<file path="config.mk">
export PLATFORM = sky130hd
export DESIGN_NAME = pipe_ctrl_flat
export DESIGN_NICKNAME = d
export VERILOG_FILES = /design/src/rtl/pipe_ctrl_if.sv /design/src/rtl/pipe_ctrl.sv /design/src/flat_wrapper.sv
export SDC_FILE = /design/constraint.sdc
export NUM_CORES = 1
export LEC_CHECK = 0
export CORE_ASPECT_RATIO = 1.2
export CORE_UTILIZATION = 38
export CTS_CLUSTER_DIAMETER = 30
export DETAILED_ROUTE_END_ITERATION = 12
export HOLD_SLACK_MARGIN = 0.1
export PLACE_DENSITY = 0.91
export SETUP_SLACK_MARGIN = 0.4
export SLEW_MARGIN = 20
export SYNTH_ARGS = -nofsm -noshare
export SYNTH_HDL_FRONTEND = slang
export SYNTH_SLANG_ARGS = --single-unit
export TNS_END_PERCENT = 50
</file>
<file path="constraint.sdc">
create_clock -name clk -period 7.1 [get_ports clk]
set_input_delay 1.42 -clock clk [delete_from_list [all_inputs] [get_ports clk]]
set_output_delay 1.42 -clock clk [all_outputs]
set_load 0.02 [all_outputs]
</file>
<file path="src/rtl/pipe_ctrl_if.sv">
// Pipeline control bundle between the CPU datapath and the pipe_ctrl sequencer.
// master: the sequencer (samples pipeline status, drives npc/stall/flush/perf).
// slave : the datapath side (drives pipeline status, consumes control).
interface pipe_ctrl_if #(
  parameter int CNT_W = 32
);
  logic [31:0]      pc;
  logic [4:0]       id_rs1;
  logic [4:0]       id_rs2;
  logic             id_rs1_re;
  logic             id_rs2_re;
  logic             id_jump;
  logic [31:0]      id_jump_tgt;
  logic [4:0]       ex_rd;
  logic             ex_mem_read;
  logic             ex_br_taken;
  logic [31:0]      ex_br_tgt;
  logic             mem_req;
  logic             mem_ack;
  logic [31:0]      npc;
  logic             stall_pc;
  logic             stall_if_id;
  logic             stall_id_ex;
  logic             stall_ex_mem;
  logic             flush_if_id;
  logic             flush_id_ex;
  logic [CNT_W-1:0] perf_stall;
  logic [CNT_W-1:0] perf_flush;

  modport master (
    input  pc, id_rs1, id_rs2, id_rs1_re, id_rs2_re, id_jump, id_jump_tgt,
    input  ex_rd, ex_mem_read, ex_br_taken, ex_br_tgt, mem_req, mem_ack,
    output npc, stall_pc, stall_if_id, stall_id_ex, stall_ex_mem,
    output flush_if_id, flush_id_ex, perf_stall, perf_flush
  );

  modport slave (
    output pc, id_rs1, id_rs2, id_rs1_re, id_rs2_re, id_jump, id_jump_tgt,
    output ex_rd, ex_mem_read, ex_br_taken, ex_br_tgt, mem_req, mem_ack,
    input  npc, stall_pc, stall_if_id, stall_id_ex, stall_ex_mem,
    input  flush_if_id, flush_id_ex, perf_stall, perf_flush
  );
endinterface

</file>
<file path="src/rtl/pipe_ctrl.sv">
// pipe_ctrl: next-PC and stall/flush sequencer for the 5-stage CPU.
// Handles load-use bubbles, EX branch / ID jump redirects and data-memory waits.
// All control outputs are combinational from state + inputs; only the FSM state,
// the load-use bubble counter and the optional perf counters are registered.
// Optional feature macro: PIPE_CTRL_PERF_EN enables the saturating stall/redirect
// counters; without it perf_stall/perf_flush are constant zero and no flops exist.
module pipe_ctrl #(
  parameter int LU_CYCLES = 1,  // bubbles per load-use hazard, 1..3
  parameter int CNT_W     = 32
) (
  input  logic          clk,
  input  logic          rst,    // synchronous, active-low
  pipe_ctrl_if.master   bus
);

  typedef enum logic [1:0] {
    RUN      = 2'd0,
    LU_STALL = 2'd1,
    MEM_WAIT = 2'd2
  } state_t;

  // Bubbles still owed after the first hazard cycle.
  localparam logic [1:0] LU_INIT = 2'(LU_CYCLES - 1);

  state_t      state_q, state_d, eff_state;
  logic [1:0]  lu_cnt_q, lu_cnt_d;

  logic        hazard;
  logic        mem_wait;
  logic [31:0] pc_inc;
  logic [31:0] npc_raw;
  logic        stall_pc, stall_if_id, stall_id_ex, stall_ex_mem;
  logic        flush_if_id, flush_id_ex;

  assign hazard = bus.ex_mem_read && (bus.ex_rd != 5'd0) &&
                  ((bus.id_rs1_re && (bus.id_rs1 == bus.ex_rd)) ||
                   (bus.id_rs2_re && (bus.id_rs2 == bus.ex_rd)));

  assign mem_wait = bus.mem_req && !bus.mem_ack;
  assign pc_inc   = bus.pc + 32'd4;

  // Next-state and control outputs; mem_wait outranks everything, and once the
  // wait ends the controller behaves as the state it was interrupted from.
  always_comb begin
    state_d      = state_q;
    lu_cnt_d     = lu_cnt_q;
    npc_raw      = pc_inc;
    stall_pc     = 1'b0;
    stall_if_id  = 1'b0;
    stall_id_ex  = 1'b0;
    stall_ex_mem = 1'b0;
    flush_if_id  = 1'b0;
    flush_id_ex  = 1'b0;

    eff_state = state_q;
    if (state_q == MEM_WAIT) begin
      eff_state = (lu_cnt_q != 2'd0) ? LU_STALL : RUN;
    end

    if (!rst) begin
      npc_raw     = 32'h0;
      flush_if_id = 1'b1;
      flush_id_ex = 1'b1;
      state_d     = RUN;
      lu_cnt_d    = 2'd0;
    end else if (mem_wait) begin
      // Freeze the whole front end; lu_cnt is kept so a pending bubble resumes.
      npc_raw      = bus.pc;
      stall_pc     = 1'b1;
      stall_if_id  = 1'b1;
      stall_id_ex  = 1'b1;
      stall_ex_mem = 1'b1;
      state_d      = MEM_WAIT;
    end else begin
      case (eff_state)
        LU_STALL: begin
          // EX already holds a bubble here, so a branch cannot be resolved.
          npc_raw     = bus.pc;
          stall_pc    = 1'b1;
          stall_if_id = 1'b1;
          flush_id_ex = 1'b1;
          if (lu_cnt_q <= 2'd1) begin
            lu_cnt_d = 2'd0;
            state_d  = RUN;
          end else begin
            lu_cnt_d = lu_cnt_q - 2'd1;
            state_d  = LU_STALL;
          end
        end
        default: begin
          state_d = RUN;
          if (bus.ex_br_taken) begin
            // Wrong-path ID/IF contents are discarded, hazards with them too.
            npc_raw     = bus.ex_br_tgt;
            flush_if_id = 1'b1;
            flush_id_ex = 1'b1;
          end else if (hazard) begin
            npc_raw     = bus.pc;
            stall_pc    = 1'b1;
            stall_if_id = 1'b1;
            flush_id_ex = 1'b1;
            lu_cnt_d    = LU_INIT;
            state_d     = (LU_INIT != 2'd0) ? LU_STALL : RUN;
          end else if (bus.id_jump) begin
            npc_raw     = bus.id_jump_tgt;
            flush_if_id = 1'b1;
          end else begin
            npc_raw = pc_inc;
          end
        end
      endcase
    end
  end

  // FSM state and bubble counter register.
  always_ff @(posedge clk) begin
    if (!rst) begin
      state_q  <= RUN;
      lu_cnt_q <= 2'd0;
    end else begin
      state_q  <= state_d;
      lu_cnt_q <= lu_cnt_d;
    end
  end

  assign bus.npc          = {npc_raw[31:2], 2'b00};
  assign bus.stall_pc     = stall_pc;
  assign bus.stall_if_id  = stall_if_id;
  assign bus.stall_id_ex  = stall_id_ex;
  assign bus.stall_ex_mem = stall_ex_mem;
  assign bus.flush_if_id  = flush_if_id;
  assign bus.flush_id_ex  = flush_id_ex;

`ifdef PIPE_CTRL_PERF_EN
  logic [CNT_W-1:0] perf_stall_q, perf_flush_q;

  function automatic logic [CNT_W-1:0] sat_inc(input logic [CNT_W-1:0] v);
    return (&v) ? v : v + CNT_W'(1);
  endfunction

  // Saturating counters of stalled-PC cycles and redirect cycles.
  always_ff @(posedge clk) begin
    if (!rst) begin
      perf_stall_q <= '0;
      perf_flush_q <= '0;
    end else begin
      if (stall_pc) begin
        perf_stall_q <= sat_inc(perf_stall_q);
      end
      if (flush_if_id) begin
        perf_flush_q <= sat_inc(perf_flush_q);
      end
    end
  end

  assign bus.perf_stall = perf_stall_q;
  assign bus.perf_flush = perf_flush_q;
`else
  assign bus.perf_stall = {CNT_W{1'b0}};
  assign bus.perf_flush = {CNT_W{1'b0}};
`endif

endmodule

</file>
<file path="src/flat_wrapper.sv">
// flat-port wrapper written by rule: the top's interface ports become plain ports
module pipe_ctrl_flat 
#(
  parameter int LU_CYCLES = 1,                                      
  parameter int CNT_W     = 32
)
  (clk, rst, bus_pc, bus_id_rs1, bus_id_rs2, bus_id_rs1_re, bus_id_rs2_re, bus_id_jump, bus_id_jump_tgt, bus_ex_rd, bus_ex_mem_read, bus_ex_br_taken, bus_ex_br_tgt, bus_mem_req, bus_mem_ack, bus_npc, bus_stall_pc, bus_stall_if_id, bus_stall_id_ex, bus_stall_ex_mem, bus_flush_if_id, bus_flush_id_ex, bus_perf_stall, bus_perf_flush);
  pipe_ctrl_if #(.CNT_W(CNT_W)) bus_i ();
  input  logic clk;
  input  logic rst;
  input wire logic [$bits(bus_i.pc)-1:0] bus_pc;
  input wire logic [$bits(bus_i.id_rs1)-1:0] bus_id_rs1;
  input wire logic [$bits(bus_i.id_rs2)-1:0] bus_id_rs2;
  input wire logic [$bits(bus_i.id_rs1_re)-1:0] bus_id_rs1_re;
  input wire logic [$bits(bus_i.id_rs2_re)-1:0] bus_id_rs2_re;
  input wire logic [$bits(bus_i.id_jump)-1:0] bus_id_jump;
  input wire logic [$bits(bus_i.id_jump_tgt)-1:0] bus_id_jump_tgt;
  input wire logic [$bits(bus_i.ex_rd)-1:0] bus_ex_rd;
  input wire logic [$bits(bus_i.ex_mem_read)-1:0] bus_ex_mem_read;
  input wire logic [$bits(bus_i.ex_br_taken)-1:0] bus_ex_br_taken;
  input wire logic [$bits(bus_i.ex_br_tgt)-1:0] bus_ex_br_tgt;
  input wire logic [$bits(bus_i.mem_req)-1:0] bus_mem_req;
  input wire logic [$bits(bus_i.mem_ack)-1:0] bus_mem_ack;
  output wire logic [$bits(bus_i.npc)-1:0] bus_npc;
  output wire logic [$bits(bus_i.stall_pc)-1:0] bus_stall_pc;
  output wire logic [$bits(bus_i.stall_if_id)-1:0] bus_stall_if_id;
  output wire logic [$bits(bus_i.stall_id_ex)-1:0] bus_stall_id_ex;
  output wire logic [$bits(bus_i.stall_ex_mem)-1:0] bus_stall_ex_mem;
  output wire logic [$bits(bus_i.flush_if_id)-1:0] bus_flush_if_id;
  output wire logic [$bits(bus_i.flush_id_ex)-1:0] bus_flush_id_ex;
  output wire logic [$bits(bus_i.perf_stall)-1:0] bus_perf_stall;
  output wire logic [$bits(bus_i.perf_flush)-1:0] bus_perf_flush;
  assign bus_i.pc = bus_pc;
  assign bus_i.id_rs1 = bus_id_rs1;
  assign bus_i.id_rs2 = bus_id_rs2;
  assign bus_i.id_rs1_re = bus_id_rs1_re;
  assign bus_i.id_rs2_re = bus_id_rs2_re;
  assign bus_i.id_jump = bus_id_jump;
  assign bus_i.id_jump_tgt = bus_id_jump_tgt;
  assign bus_i.ex_rd = bus_ex_rd;
  assign bus_i.ex_mem_read = bus_ex_mem_read;
  assign bus_i.ex_br_taken = bus_ex_br_taken;
  assign bus_i.ex_br_tgt = bus_ex_br_tgt;
  assign bus_i.mem_req = bus_mem_req;
  assign bus_i.mem_ack = bus_mem_ack;
  assign bus_npc = bus_i.npc;
  assign bus_stall_pc = bus_i.stall_pc;
  assign bus_stall_if_id = bus_i.stall_if_id;
  assign bus_stall_id_ex = bus_i.stall_id_ex;
  assign bus_stall_ex_mem = bus_i.stall_ex_mem;
  assign bus_flush_if_id = bus_i.flush_if_id;
  assign bus_flush_id_ex = bus_i.flush_id_ex;
  assign bus_perf_stall = bus_i.perf_stall;
  assign bus_perf_flush = bus_i.perf_flush;
  pipe_ctrl #(.LU_CYCLES(LU_CYCLES), .CNT_W(CNT_W)) u_core (.clk(clk), .rst(rst), .bus(bus_i));
endmodule
</file>
==> flow_metrics.env <==
export IMPL_slew_headroom_pct=50.8
export IMPL_min_from="u_core.lu_cnt_q[1]"
export IMPL_vias=3567
export IMPL_grt_pass1_wl_microns=16700
export IMPL_cts_resized=0
export IMPL_postCtsSetupBuffers=0
export IMPL_period_needed_ns=6.02
export IMPL_syn_cell_area_sq_um=2930
export IMPL_pin_count=222
export IMPL_clock_latency_ns=0.21
export IMPL_antenna_left=0
export IMPL_status="completed"
export IMPL_port_buffers=149
export IMPL_instances_no_fill=646
export IMPL_grt_pass1_vias=3577
export IMPL_fmax_mhz=166
export IMPL_synth_top_flop_cell="dfxtp_1"
export IMPL_rrSetupSlack_ns=5.68
export IMPL_hold_buffers=0
export IMPL_whs_path_depth=2
export IMPL_gp_congestion=0.899
export IMPL_hpwlAfterDp_microns=8160
export IMPL_hp_class="flip-flop to flip-flop"
export IMPL_die_h_microns=98.2
export IMPL_routed_wl_microns=10600
export IMPL_wl_met3_microns=833
export IMPL_min_to="u_core.state_q[0]"
export IMPL_cp_data_required_time_ns=5.68
export IMPL_critPathLaunch="bus_ex_rd[4]"
export IMPL_period_share_pct=84.8
export IMPL_firstDrtPassIters=4
export IMPL_wl_met2_microns=5480
export IMPL_rsz0062_at_grt="no"
export IMPL_die_area_sq_um=8070
export IMPL_yosysSeqAreaShare_pct=2.73
export IMPL_skew_ns=0.00190
export IMPL_r2r_cells=4
export IMPL_peakVddDrop_mv=0.0901
export IMPL_timing_rr_start="u_core.lu_cnt_q[1]"
export IMPL_drv_slew=0
export IMPL_syn_inst=431
export IMPL_fin_nets=679
export IMPL_drt_iter0_drc=191
export IMPL_final_cell_mix="149 x clkdlybuf4s50_1, 66 x conb_1, 33 x nand2_1"
export IMPL_drive_gt1_share_pct=6.65
export IMPL_fin_setup_tns_ns=0
export IMPL_grt_overflow_total=0
export IMPL_criticalPathCategory="input port to primary output"
export IMPL_arrival_ns=4.60
export IMPL_final_common_cell="clkdlybuf4s50_1"
export IMPL_post_place_cells=643
export IMPL_maxCapViolCount=0
export IMPL_path_clk_slew_ns=0.03
export IMPL_hold_violations=0
export IMPL_cts_tree="done"
export IMPL_antenna_found_initial=0
export IMPL_setup_viol=0
export IMPL_powerDensity_nw_per_um2=80.6
export IMPL_htree_levels=1
export IMPL_num_antenna_cells=0
export IMPL_drc_errors=0
export IMPL_clkSinkCount=4
export IMPL_tightest_slew_ns=0.737
export IMPL_synth_cell_types=72
export IMPL_wl_per_cell_microns=16.4
export IMPL_via_per_inst=5.52
export IMPL_wl_met1_microns=4070
export IMPL_grt_max_degree=42
export IMPL_start_util_pct=39.9
export IMPL_postSynth_asyncResetShare_pct=0
export IMPL_top_layer="met4"
export IMPL_yosysWarnings=0
export IMPL_root_buffer="clkbuf_8"
export IMPL_p_leak_nw=1.59
export IMPL_cp_max_fo=20
export IMPL_worstSetupStartpointType="input port"
export IMPL_track_usage_pct=26.0
export IMPL_worstReg2RegEnd="u_core.lu_cnt_q[1]"
export IMPL_synth_avg_cell_area_sq_um=6.80
export IMPL_clock_path_buffers=2
export IMPL_synth_edff_count=0
export IMPL_die_w_microns=82.2
export IMPL_area_growth_pct=43.2
export IMPL_ys_ff_latch=4
export IMPL_critPathCaptureType="primary output"
export IMPL_cts_buffers=3
export IMPL_fp_row_count=34
export IMPL_core_region_area_sq_um=7360
==> how the worst max path moves through the flow <==
stage                            to  slack [ns]  cells after the start
floorplan               bus_npc[24]        2.58                      6
CTS                 bus_stall_if_id        1.02                      8
global placement    bus_stall_if_id        1.20                      8
detailed placement  bus_stall_if_id        1.05                      8
finish              bus_stall_if_id        1.08                      8
global route        bus_stall_if_id        0.92                      8
==> synth_stat cells (4+ instances only) <==
cell,n,area [sq um]
dfxtp_1,4,80.1
and3_1,5,31.3
mux2i_1,9,90.1
and2_1,9,56.3
nand2_1,33,124
nand3_1,17,85.1
xnor2_1,20,175
o211ai_1,12,90.1
a221oi_1,4,35.0
inv_1,20,75.1
a31oi_1,8,50.1
a211oi_1,6,45.0
clkbuf_1,18,67.6
nand4_1,8,50.1
o21ai_0,28,140
buf_6,4,45.0
o311ai_0,4,35.0
nor2_1,13,48.8
a21oi_1,18,90.1
nor2b_1,5,31.3
and4_1,5,43.8
o221ai_1,7,61.3
mux2_2,5,56.3
buf_4,72,541
or3_1,7,43.8
nand2b_1,9,56.3
nor3_1,14,70.1
==> power breakdown <==
group / switching (mW) / internal, mW / leakage [nW]
Combinational: 0.143 / 0.125 / 1.54
Clock: 0.0110 / 0.0361 / 0.0216
Sequential: 0.000200 / 0.0229 / 0.0324
Total: 0.155 / 0.184 / 1.59
==> cell families (layout without fill, tap and decap cells) <==
logic type               count (synthesis)  in the layout  share of synthesized area (%)
XOR/XNOR                                22             22                           6.57
AO/OA/AOI/OAI                          124            124                           30.6
buffers and inverters                  119            179                           25.6
adder cells (fa/ha/maj)                  1              1                          0.427
other                                    1             66                          0.128
multiplexers                            15             15                           5.50
AND/OR/NAND/NOR                        145            145                           28.4
flip-flops                               4              4                           2.73
==> state kept, by name (all words and copies together) (netlist names) <==
register and count:
u_core.state_q 2, u_core.lu_cnt_q 2
==> final cells by class <==
type,count,area [sq um]
fill,687,3160
multi-input combinational,373,2350
timing repair buffer,156,1540
tap,90,113
sequential,4,80.1
inverter,20,75.1
clock buffer,3,41.3
==> through the flow <==
| step | total power [mW] | instance area, sq um | hold slack, ns | utilization, % | worst slack [ns] |
|---|---|---|---|---|---|
| global placement | 0.286 | 4160 | 0.453 | 56.5 | 1.20 |
| finish | 0.338 | 4200 | 0.476 | 57.1 | 1.08 |
| detailed placement | 0.290 | 4160 | 0.476 | 56.5 | 1.05 |
| global route | 0.362 | 4200 | 0.499 | 57.1 | 0.918 |
| floorplan | 0.192 | 3180 | 0.445 | - | 2.58 |
| CTS | 0.339 | 4200 | 0.479 | 57.1 | 1.02 |
==> per-layer routing <==
layer	vias up	track usage, %
li1	1708	-
met1	1647	31.3
met2	190	46.0
met3	22	4.02
met4	0	7.42
met5	-	0
==> worst max-delay path, stage by stage <==
cell             delay (ns)
clkdlybuf4s50_1        0.54
xnor2_1                0.15
nand4_1                0.11
o22ai_1                0.41
nand2_2                0.41
o21ai_2                0.68
and2_1                 0.26
clkdlybuf4s50_1        0.61
(Power assumes the default switching activity.)
